## src/rtl/cpu_seq_pkg.sv

```systemverilog
// cpu_seq_pkg: shared state encodings, control-word bit indices and write-back source codes for the sequencer.
package cpu_seq_pkg;
  typedef enum logic [2:0] {
    S_FETCH  = 3'd0,
    S_DECODE = 3'd1,
    S_EXEC   = 3'd2,
    S_MEM    = 3'd3,
    S_WB     = 3'd4,
    S_IO_IN  = 3'd5,
    S_IO_OUT = 3'd6,
    S_HALT   = 3'd7
  } state_t;
  localparam int CTRL_J    = 8;
  localparam int CTRL_JC   = 7;
  localparam int CTRL_INA  = 6;
  localparam int CTRL_RM   = 5;
  localparam int CTRL_WM   = 4;
  localparam int CTRL_SIN  = 3;
  localparam int CTRL_SOUT = 2;
  localparam int CTRL_WR   = 1;
  localparam int CTRL_NEQ  = 0;
  localparam logic [1:0] SRC_ALU = 2'b00;
  localparam logic [1:0] SRC_MEM = 2'b01;
  localparam logic [1:0] SRC_IN  = 2'b10;
  localparam int CNT_W = 4;
endpackage

```

## src/rtl/cpu_sequencer_wait.sv

```systemverilog
// seq_wait_counter: loadable down-counter that flags its final cycle; times the data-memory access.
module seq_wait_counter #(
  parameter int W = 4
) (
  input  logic         clk_i,
  input  logic         rst_i,
  input  logic         load_i,
  input  logic [W-1:0] load_val_i,
  input  logic         dec_i,
  output logic         last_o
);
  logic [W-1:0] cnt_q, cnt_d;
  always_comb cnt_d = load_i ? load_val_i : (dec_i && cnt_q != '0) ? cnt_q - 1'b1 : cnt_q;
  always_ff @(posedge clk_i) cnt_q <= rst_i ? '0 : cnt_d;
  assign last_o = cnt_q == '0;
endmodule

```

## src/rtl/cpu_sequencer.sv

```systemverilog
// cpu_sequencer: multi-cycle fetch/decode/execute/write-back sequencer driving the stage-register enables.
// Define CPU_SINGLE_STEP_EN to add the step input and park in HALT after every commit.
module cpu_sequencer
  import cpu_seq_pkg::*;
#(
  parameter int MEM_LAT = 1
) (
  input  logic       clock,
  input  logic       reset,
`ifdef CPU_SINGLE_STEP_EN
  input  logic       step,
`endif
  input  logic [8:0] ctrl,
  input  logic       cmp_eq,
  input  logic       in_valid,
  output logic       in_ack,
  output logic       out_valid,
  input  logic       out_ready,
  output logic       ir_we,
  output logic       pc_we,
  output logic       pc_sel,
  output logic       mem_re,
  output logic       mem_we,
  output logic       rf_we,
  output logic [1:0] rf_src,
  output logic [2:0] state,
  output logic       instr_done
);
  state_t state_q, state_d, done_st;
  logic act, rm, wm, tk, last, commit, unused_ina;
`ifdef CPU_SINGLE_STEP_EN
  assign done_st = S_HALT;
`else
  assign done_st = S_FETCH;
`endif
  assign act = ~reset;
  assign rm = ctrl[CTRL_RM];
  assign wm = ctrl[CTRL_WM] & ~rm;
  assign tk = ctrl[CTRL_J] | (ctrl[CTRL_JC] & (cmp_eq ^ ctrl[CTRL_NEQ]));
  assign unused_ina = ctrl[CTRL_INA];
  seq_wait_counter #(.W(CNT_W)) u_wait (
    .clk_i      (clock),
    .rst_i      (reset),
    .load_i     (state_q == S_DECODE),
    .load_val_i (CNT_W'(MEM_LAT - 1)),
    .dec_i      (state_q == S_MEM),
    .last_o     (last)
  );
  always_ff @(posedge clock) state_q <= reset ? S_FETCH : state_d;
  always_comb begin
    state_d = S_FETCH;
    case (state_q)
      S_FETCH:  state_d = S_DECODE;
      S_DECODE: state_d = ctrl[CTRL_SIN] ? S_IO_IN : ctrl[CTRL_SOUT] ? S_IO_OUT :
                          (rm | wm) ? S_MEM : S_EXEC;
      S_EXEC:   state_d = done_st;
      S_MEM:    state_d = !last ? S_MEM : rm ? S_WB : done_st;
      S_WB:     state_d = done_st;
      S_IO_IN:  state_d = in_valid ? done_st : S_IO_IN;
      S_IO_OUT: state_d = out_ready ? done_st : S_IO_OUT;
`ifdef CPU_SINGLE_STEP_EN
      S_HALT:   state_d = step ? S_FETCH : S_HALT;
`endif
      default:  state_d = S_FETCH;
    endcase
  end
  always_comb begin
    commit = act & ((state_q == S_EXEC) | (state_q == S_WB) |
                    (state_q == S_MEM & last & ~rm) |
                    (state_q == S_IO_IN & in_valid) |
                    (state_q == S_IO_OUT & out_ready));
    ir_we      = act & (state_q == S_FETCH);
    pc_we      = commit;
    pc_sel     = commit & tk;
    instr_done = commit;
    mem_re     = act & (state_q == S_MEM) & rm;
    mem_we     = act & (state_q == S_MEM) & wm;
    in_ack     = act & (state_q == S_IO_IN) & in_valid;
    out_valid  = act & (state_q == S_IO_OUT);
    rf_we      = act & ctrl[CTRL_WR] & ((state_q == S_EXEC) | (state_q == S_WB) | in_ack);
    rf_src     = in_ack ? SRC_IN : (act & state_q == S_WB) ? SRC_MEM : SRC_ALU;
    state      = act ? state_q : S_FETCH;
  end
endmodule

```

## config.mk

```make
export PLATFORM = sky130hd
export DESIGN_NAME = cpu_sequencer
export DESIGN_NICKNAME = d
export VERILOG_FILES = /design/src/rtl/cpu_seq_pkg.sv /design/src/rtl/cpu_sequencer_wait.sv /design/src/rtl/cpu_sequencer.sv
export SDC_FILE = /design/constraint.sdc
export NUM_CORES = 1
export LEC_CHECK = 0
export ABC_AREA = 0
export ABC_CLOCK_PERIOD_IN_PS = 2000
export CAP_MARGIN = 10
export CORE_MARGIN = 3
export CORE_UTILIZATION = 39
export CTS_CLUSTER_DIAMETER = 100
export CTS_CLUSTER_SIZE = 10
export DETAILED_ROUTE_END_ITERATION = 10
export GPL_TIMING_DRIVEN = 0
export PLACE_DENSITY = 0.77
export REMOVE_ABC_BUFFERS = 1
export SETUP_SLACK_MARGIN = 0.2
export SKIP_CTS_REPAIR_TIMING = 1
export SKIP_LAST_GASP = 1
export SLEW_MARGIN = 20
export SYNTH_ARGS = -nofsm -noshare
export SYNTH_HDL_FRONTEND = slang
export SYNTH_SLANG_ARGS = --single-unit
```

## constraint.sdc

```tcl
create_clock -name clock -period 2 [get_ports clock]
set_input_delay 0.5 -clock clock [delete_from_list [all_inputs] [get_ports clock]]
set_output_delay 0.5 -clock clock [all_outputs]
set_load 0.01 [all_outputs]
```

# After elaboration in Yosys (flattened, before gate mapping)
# Index checks and enable logic that the tools add are counted.
# op_classes
n_reduce_logical	5
n_mux	11
add_sub_neg	1
n_eq_ne	6
bitwise_logic	28
# op_table
cell	n
3-bit two-way mux	7
1-bit bitwise AND	18
3-bit one-hot mux with 5 select lines	1
3-bit == test (second input constant)	3
1-bit OR	7
3-bit by 2-bit == test with 1-bit output (second input constant)	2
4-bit zero test	1
4-bit nonzero test	1
4-bit by 1-bit subtractor with 4-bit output (second input constant)	1
3-bit by 1-bit == test with 1-bit output (second input constant)	1
3-bit zero test	1
1-bit two-way mux	2
2-bit two-way mux	1
1-bit NOT	2
2-bit OR reduction	1
1-bit logical AND	1
1-bit bitwise XOR	1
# word_totals
out_inout_bits	14
register_bits	7
word_cells	53
input_bits	14

# Depth between registers and ports, before layout
# Gate-level depths: netlist of run 1.
# logic_depth
ltp_word	8
depth_mapped	6
mapped_depth_nobuf	6

# By module
# Synthesis of run 1 repeated with hierarchy kept, for this count alone.
# unflattened
cells_unflattened	85
area_unflattened_um2	732.0
# by_module_without_submodules
module	cells_each	seq_area_each_um2	n_inst	area_each_um2
cpu_sequencer	56	60.1	1	465.4
seq_wait_counter	29	80.1	1	266.5

# Worst setup path before layout of run 1
# No wires, ideal clock.
# synth_path
path_kind	input-to-output
startpoint	input port reset
endpoint	output port rf_src[1]
cell_stages	4
arrival_ns	1.432
required_ns	1.500
path_buffers	2
slack_ns	0.068
cell_sequence	clkbuf_1 > nand2b_1 > nor3_1 > buf_4
# synth_via
elab_chain_len	4
# synth_lines
item	line	text
start, declared	cpu_sequencer.sv:9	input logic reset,
1-bit NOT	cpu_sequencer.sv:36	assign act = ~reset;
1-bit bitwise AND (2 in a row)	cpu_sequencer.sv:78	in_ack = act & (state_q == S_IO_IN) & in_valid;
via in_ack	cpu_sequencer.sv:16	output logic in_ack,
2-bit two-way mux	cpu_sequencer.sv:81	rf_src = in_ack ? SRC_IN : (act & state_q == S_WB) ? SRC_MEM : SRC_ALU;
end, declared	cpu_sequencer.sv:25	output logic [1:0] rf_src,
# The timed path passes the listed nets, and every way through them passes these cells.

# Worst setup path after layout of run 1
# layout_path
startpoint	register state_q[2]
endpoint	output port pc_sel
# layout_via
elab_chain_len	8
word_cells_on_any_way	15
cone_classes	eq/ne: 5; bitwise: 10
# layout_lines
item	line	text
start, declared	cpu_sequencer.sv:29	state_t state_q, state_d, done_st;
start signal, assigned	cpu_sequencer.sv:49	always_ff @(posedge clock) state_q <= reset ? S_FETCH : state_d;
3-bit by 2-bit == test with 1-bit output	cpu_sequencer.sv:69	(state_q == S_MEM & last & ~rm) |
1-bit bitwise AND (2 in a row)	cpu_sequencer.sv:69	
1-bit OR	cpu_sequencer.sv:68	commit = act & ((state_q == S_EXEC) | (state_q == S_WB) |
1-bit OR	cpu_sequencer.sv:69	
1-bit OR *	cpu_sequencer.sv:70	(state_q == S_IO_IN & in_valid) |
1-bit bitwise AND *	cpu_sequencer.sv:68	
1-bit bitwise AND *	cpu_sequencer.sv:74	pc_sel = commit & tk;
end, declared	cpu_sequencer.sv:21	output logic pc_sel,
# Every way passes the cells marked *; elsewhere a longest branch is shown, timed or not.

==> results of run 1 <==
==> tightest hold or removal path: cells and delay by family (launching register included) <==
family / cells / cell delay (ps)
and+or+nand+nor: 1 / 90
AOI/OAI and AO/OA: 1 / 50
DFF: 1 / 350
==> flip-flops by register name, indices dropped and copies added, names as in the netlist <==
signal,cells
state_q,3
u_wait.cnt_q,4
==> area by class of cell <==
type | instances | area [um2] | share of cell area, %
flip-flops and latches | 7 | 154 | 15.2
inverters | 5 | 18.8 | 1.85
repair buffers | 38 | 357 | 35.2
well taps | 15 | 18.8 | 1.85
multi-input cells | 60 | 438 | 43.3
clock buffers | 4 | 26.3 | 2.60
==> power groups by stage <==
stage / Combinational, uW / Clock [uW] / Sequential [uW]
2_1_floorplan: 133 / 0 / 186
3_3_place_gp: 225 / 0 / 196
3_5_place_dp: 229 / 0 / 198
4_1_cts: 231 / 131 / 195
5_1_grt: 347 / 144 / 189
6_report: 320 / 127 / 186
==> stage by stage <==
stage | util [%] | setup TNS, ps | power [uW] | cell area, um2 | cells
floorplan | - | 0 | 319 | 559 | 72
global placement | 61.4 | -7680 | 422 | 838 | 113
detailed placement | 61.4 | -7830 | 428 | 838 | 113
CTS | 63.3 | -7900 | 557 | 865 | 117
global route | 74.1 | -374 | 681 | 1010 | 129
finish | 74.1 | -56.7 | 633 | 1010 | 129
==> layer usage <==
metal	GRT usage [%]	routed length, um
met1	21.8	751
met2	27.4	1010
met3	1.99	113
met4	5.26	16
met5	0	0
==> synth_stat cells (all sizes together) (3+ instances only) <==
master | number | area [um2]
nand2 | 3 | 11.3
buf | 5 | 36.3
nand2b | 4 | 25.0
nor3 | 6 | 30.0
dfxtp | 7 | 140
nor2 | 11 | 43.8
and2 | 3 | 18.8
a21oi | 3 | 18.8
inv | 5 | 18.8
==> how the worst max path moves through the flow <==
stage                          start      to  slack, ps
2_1_floorplan  state_q[2]$_SDFF_PP0_  pc_sel        180
3_3_place_gp                   reset  pc_sel       -770
3_5_place_dp                   reset  pc_sel       -790
4_1_cts                        reset  pc_sel       -790
5_1_grt        state_q[2]$_SDFF_PP0_  pc_sel       -160
6_report       state_q[2]$_SDFF_PP0_  pc_sel        -50
==> logic make-up after synthesis <==
group | Yosys count
AND/OR/NAND/NOR | 39
XOR/XNOR | 3
buffers and inverters | 11
multiplexers | 1
AO/OA/AOI/OAI | 15
adder cells (fa/ha/maj) | 2
flip-flops | 7
==> results.sh, run 1 <==
export IMPL_violations="setup timing"
export IMPL_synth_top_family_by_area="simple AND/OR/NAND/NOR gates"
export IMPL_min_path_type="register to register"
export IMPL_yosys_register_bits=7
export IMPL_syn_to_final_growth_pct=68.9
export IMPL_p_sw_uw=225
export IMPL_post_route_min_period_ps=2050
export IMPL_fillers=106
export IMPL_worstHoldEndpoint="u_wait.cnt_q[2]$_SDFFE_PP0P_"
export IMPL_initial_utilization_pct=43.9
export IMPL_netlist_area_um2=599
export IMPL_yosys_area_share_simple_pct=36.3
export IMPL_portBuffers=26
export IMPL_crit_slowest_cell="dfxtp_4"
export IMPL_yosysSeqAreaShare_pct=23.4
export IMPL_p_leak_uw=0.000565
export IMPL_end_kind="output pin"
export IMPL_coreArea_um2=1370
export IMPL_first_global_vias=607
export IMPL_rsz0062_at_grt="yes"
export IMPL_rrSetupSlack_ps=530
export IMPL_die_area_um2=2040
export IMPL_die_h_um=45.2
export IMPL_ys_types=37
export IMPL_arrival_ps=1550
export IMPL_crit_family="simple AND/OR/NAND/NOR gates"
export IMPL_clock_power_share_pct=20.1
export IMPL_fin_worst_skew_ps=8.14
export IMPL_crit_fanout=7
export IMPL_die_x_um=45.2
export IMPL_intPower_uw=408
export IMPL_holdWs_ps=535
export IMPL_numClockSinks=7
export IMPL_status="finished, violations left"
export IMPL_drt_total_wl_um=1890
export IMPL_antenna_cells=0
export IMPL_h_tree_depth=1
export IMPL_antenna_left=0
export IMPL_combPwrFrac_pct=50.6
export IMPL_ys_flop_type="dfxtp_1"
export IMPL_synthMuxAreaShare_pct=1.67
export IMPL_worstMarginPinSlew_ps=306
export IMPL_layout_commonest_cell="dlymetal6s2s_1"
export IMPL_syn_inst=78
export IMPL_holdPathStages=2
export IMPL_dpl_worst_slack_ps=-786
export IMPL_seq_power_share_pct=29.3
export IMPL_avgViaCountPerCell=5.50
export IMPL_setup_ws_ps=-50.1
export IMPL_nets=131
export IMPL_synth_avg_cell_area_um2=7.68
export IMPL_synth_xor_area_share_pct=4.38
export IMPL_p_sw_share_pct=35.5
export IMPL_worstPathRequired_ps=1500
export IMPL_finalCritPeriodShare_pct=103
export IMPL_grt_pass1_wl_um=2550
export IMPL_gp_congestion=0.682
export IMPL_reg2reg_to="u_wait.cnt_q[1]$_SDFFE_PP0P_"
export IMPL_synth_edf_count=0
export IMPL_r2r_start="u_wait.cnt_q[0]$_SDFFE_PP0P_"
export IMPL_setup_viol=3
export IMPL_finalHoldViolations=0
export IMPL_antenna_found_initial=0
export IMPL_synth_compound_area_share_pct=20.3
export IMPL_grtUsageTotal_pct=16.4
export IMPL_maxCapViolations=0
export IMPL_synthAdderAreaFrac_pct=4.18
export IMPL_cp_start_kind="register"
export IMPL_path_buf_inv=2
export IMPL_vias=709
export IMPL_peakVddDrop_mv=0.563
export IMPL_root_buffer="clkbuf_4"
export IMPL_powerDensity_nw_per_um2=625
export IMPL_yosysWarnings=0
export IMPL_crit_cells=6
export IMPL_timing_fmax_mhz=488
export IMPL_drv_slew=0
export IMPL_cts_reportedPaths_clkPinSlew_ps=60
export IMPL_cts_path_max_buffers=2
export IMPL_critPathKind="register to output pin"
export IMPL_max_stage_delay_ps=370
export IMPL_ioPinCount=28
export IMPL_cts_tree="built"
export IMPL_min_from="u_wait.cnt_q[2]$_SDFFE_PP0P_"
export IMPL_first_pass_iters=4
export IMPL_layout_common_cells="dlymetal6s2s_1 (11), nor2_1 (10), buf_4 (10)"
export IMPL_drive_gt1_share_pct=36.0
export IMPL_drcViolationCount=0
export IMPL_place_hpwl_um=1190
export IMPL_crit_chain="nand3b_1 -> nor3_2 -> buf_4 -> a22o_1 -> and2_1 -> buf_2"
export IMPL_maxSlewHeadroom_pct=79.6
export IMPL_grt_ovfl_total=0
export IMPL_rr_worst_depth=7
export IMPL_drt_initial_drc_count=23
export IMPL_routedWlPerCell_um=14.6
export IMPL_clk_latency_ps=250
export IMPL_cts_buffers=3
export IMPL_grt_max_degree=16
export IMPL_async_reset_ff_share_pct=0
export IMPL_row_count=13
Power figures use the tool's default switching activity.
==> run 2: changes to the inputs <==
Settings changed: SETUP_SLACK_MARGIN 0.2 to 0.5.
==> results.sh, run 2 (same netlist as run 1, synthesis figures left out) <==
export IMPL_fin_worst_skew_ps=4.43
export IMPL_die_area_um2=2040
export IMPL_top_register="u_wait.cnt_q"
export IMPL_worstMarginPinSlew_ps=287
export IMPL_cts_buffers=3
export IMPL_die_h_um=45.2
export IMPL_row_count=13
export IMPL_nets=134
export IMPL_clk_latency_ps=250
export IMPL_final_core_util_pct=75.9
export IMPL_finalCritPeriodShare_pct=102
export IMPL_violations="setup timing"
export IMPL_syn_to_final_growth_pct=73.1
export IMPL_initial_utilization_pct=43.9
export IMPL_portBuffers=26
export IMPL_p_sw_uw=239
export IMPL_crit_slowest_cell="dfxtp_4"
export IMPL_grt_ovfl_total=0
export IMPL_grt_pass1_wl_um=2550
export IMPL_antenna_left=0
export IMPL_cts_reportedPaths_clkPinSlew_ps=60
export IMPL_rsz0062_at_grt="yes"
export IMPL_finalHoldViolations=0
export IMPL_post_route_min_period_ps=2030
export IMPL_drv_slew=0
export IMPL_setup_viol=1
export IMPL_layout_commonest_cell="buf_4"
export IMPL_largest_reg_flops=4
export IMPL_drt_total_wl_um=1940
export IMPL_stdcell_count=132
export IMPL_drt_initial_drc_count=14
export IMPL_p_leak_uw=0.000515
export IMPL_h_tree_depth=1
export IMPL_antenna_found_initial=0
export IMPL_die_x_um=45.2
export IMPL_status="finished, violations left"
export IMPL_worstPathRequired_ps=1500
export IMPL_rr_worst_depth=6
export IMPL_worstSetupStartpoint="state_q[2]$_SDFF_PP0_"
export IMPL_cts_tree="built"
export IMPL_worstHoldEndpoint="u_wait.cnt_q[2]$_SDFFE_PP0P_"
export IMPL_intPower_uw=428
export IMPL_avgViaCountPerCell=5.28
export IMPL_min_from="u_wait.cnt_q[2]$_SDFFE_PP0P_"
export IMPL_combPwrFrac_pct=52.0
export IMPL_antenna_cells=0
export IMPL_grt_max_degree=16
export IMPL_rrSetupSlack_ps=570
export IMPL_vias=697
export IMPL_r2r_start="state_q[0]$_SDFF_PP0_"
export IMPL_critPathKind="register to output pin"
export IMPL_drive_gt1_share_pct=44.4
export IMPL_seq_power_share_pct=28.5
export IMPL_maxCapViolations=0
export IMPL_peakVddDrop_mv=0.574
export IMPL_end_kind="output pin"
export IMPL_grtUsageTotal_pct=16.4
export IMPL_root_buffer="clkbuf_4"
export IMPL_max_stage_delay_ps=370
export IMPL_powerDensity_nw_per_um2=643
export IMPL_holdPathStages=2
export IMPL_p_sw_share_pct=35.8
export IMPL_first_pass_iters=4
export IMPL_layout_common_cells="buf_4 (14), nor2_1 (9), clkdlybuf4s50_1 (8)"
export IMPL_crit_fanout=5
export IMPL_numClockSinks=7
export IMPL_cts_path_max_buffers=2
export IMPL_place_hpwl_um=1190
export IMPL_ioPinCount=28
export IMPL_arrival_ps=1530
export IMPL_timing_fmax_mhz=493
export IMPL_cp_start_kind="register"
export IMPL_maxSlewHeadroom_pct=80.8
export IMPL_dp_cells=113
export IMPL_setup_ws_ps=-30.4
export IMPL_holdWs_ps=561
export IMPL_reg_top3="u_wait.cnt_q x4, state_q x3"
export IMPL_clock_power_share_pct=19.6
export IMPL_min_path_type="register to register"
export IMPL_drcViolationCount=0
export IMPL_gp_congestion=0.682
export IMPL_coreArea_um2=1370
export IMPL_first_global_vias=607
export IMPL_reg2reg_to="u_wait.cnt_q[1]$_SDFFE_PP0P_"
export IMPL_crit_chain="nand3b_1 -> nor3_2 -> buf_4 -> a22o_1 -> and2_1 -> buf_2"
export IMPL_routedWlPerCell_um=14.7
run 2: changes by cell type in the layout (fill, tap and decap cells not counted), sizes merged:
cell and delta:
clkbuf +3, dlymetal6s2s -5, buf +5
run 2: layout make-up:
cell class                      count  area (um2)
Clock buffer                        4        26.3
Sequential cell                     7         154
Timing Repair Buffer               41         359
Tap cell                           15        18.8
Fill cell                          96         329
Multi-Input combinational cell     60         460
Inverter                            5        18.8
run 2: power groups by stage:
stage / combinational [uW] / clock (uW) / sequential, uW
6_report: 347 / 130 / 190
5_1_grt: 374 / 144 / 192
4_1_cts: 231 / 131 / 195
3_5_place_dp: 229 / 0 / 198
3_3_place_gp: 225 / 0 / 196
2_1_floorplan: 133 / 0 / 186
run 2: worst max-delay path, delay by kind of cell, from the launching register on:
family / cells / cell delay, ps
and+or+nand+nor: 3 / 510
buffers and inverters: 2 / 250
DFF: 1 / 370
AOI/OAI and AO/OA: 1 / 150
run 2: worst max-delay path by stage:
stage	slack [ps]	end	depth (start not counted)
final	-30	pc_sel	6
after detailed placement	-790	pc_sel	5
after CTS	-790	pc_sel	5
after global routing	-110	pc_sel	6
after floorplan	180	pc_sel	4
after global placement	-770	pc_sel	5
run 2: per-layer routing:
metal | wire length (um) | global-route usage, % | up-vias
li1 | - | - | 346
met1 | 814 | 21.8 | 328
met2 | 1010 | 27.4 | 21
met3 | 94 | 1.99 | 2
met4 | 24 | 5.26 | 0
met5 | 0 | 0 | -
run 2: per-stage QoR:
step | instance area (um2) | setup slack, ps | total power, uW | TNS [ps]
after global placement | 838 | -769 | 422 | -7680
after CTS | 865 | -792 | 557 | -7900
after global routing | 1040 | -108 | 710 | -277
after detailed placement | 838 | -786 | 428 | -7830
final | 1040 | -30.4 | 667 | -30.4
after floorplan | 559 | 182 | 319 | 0
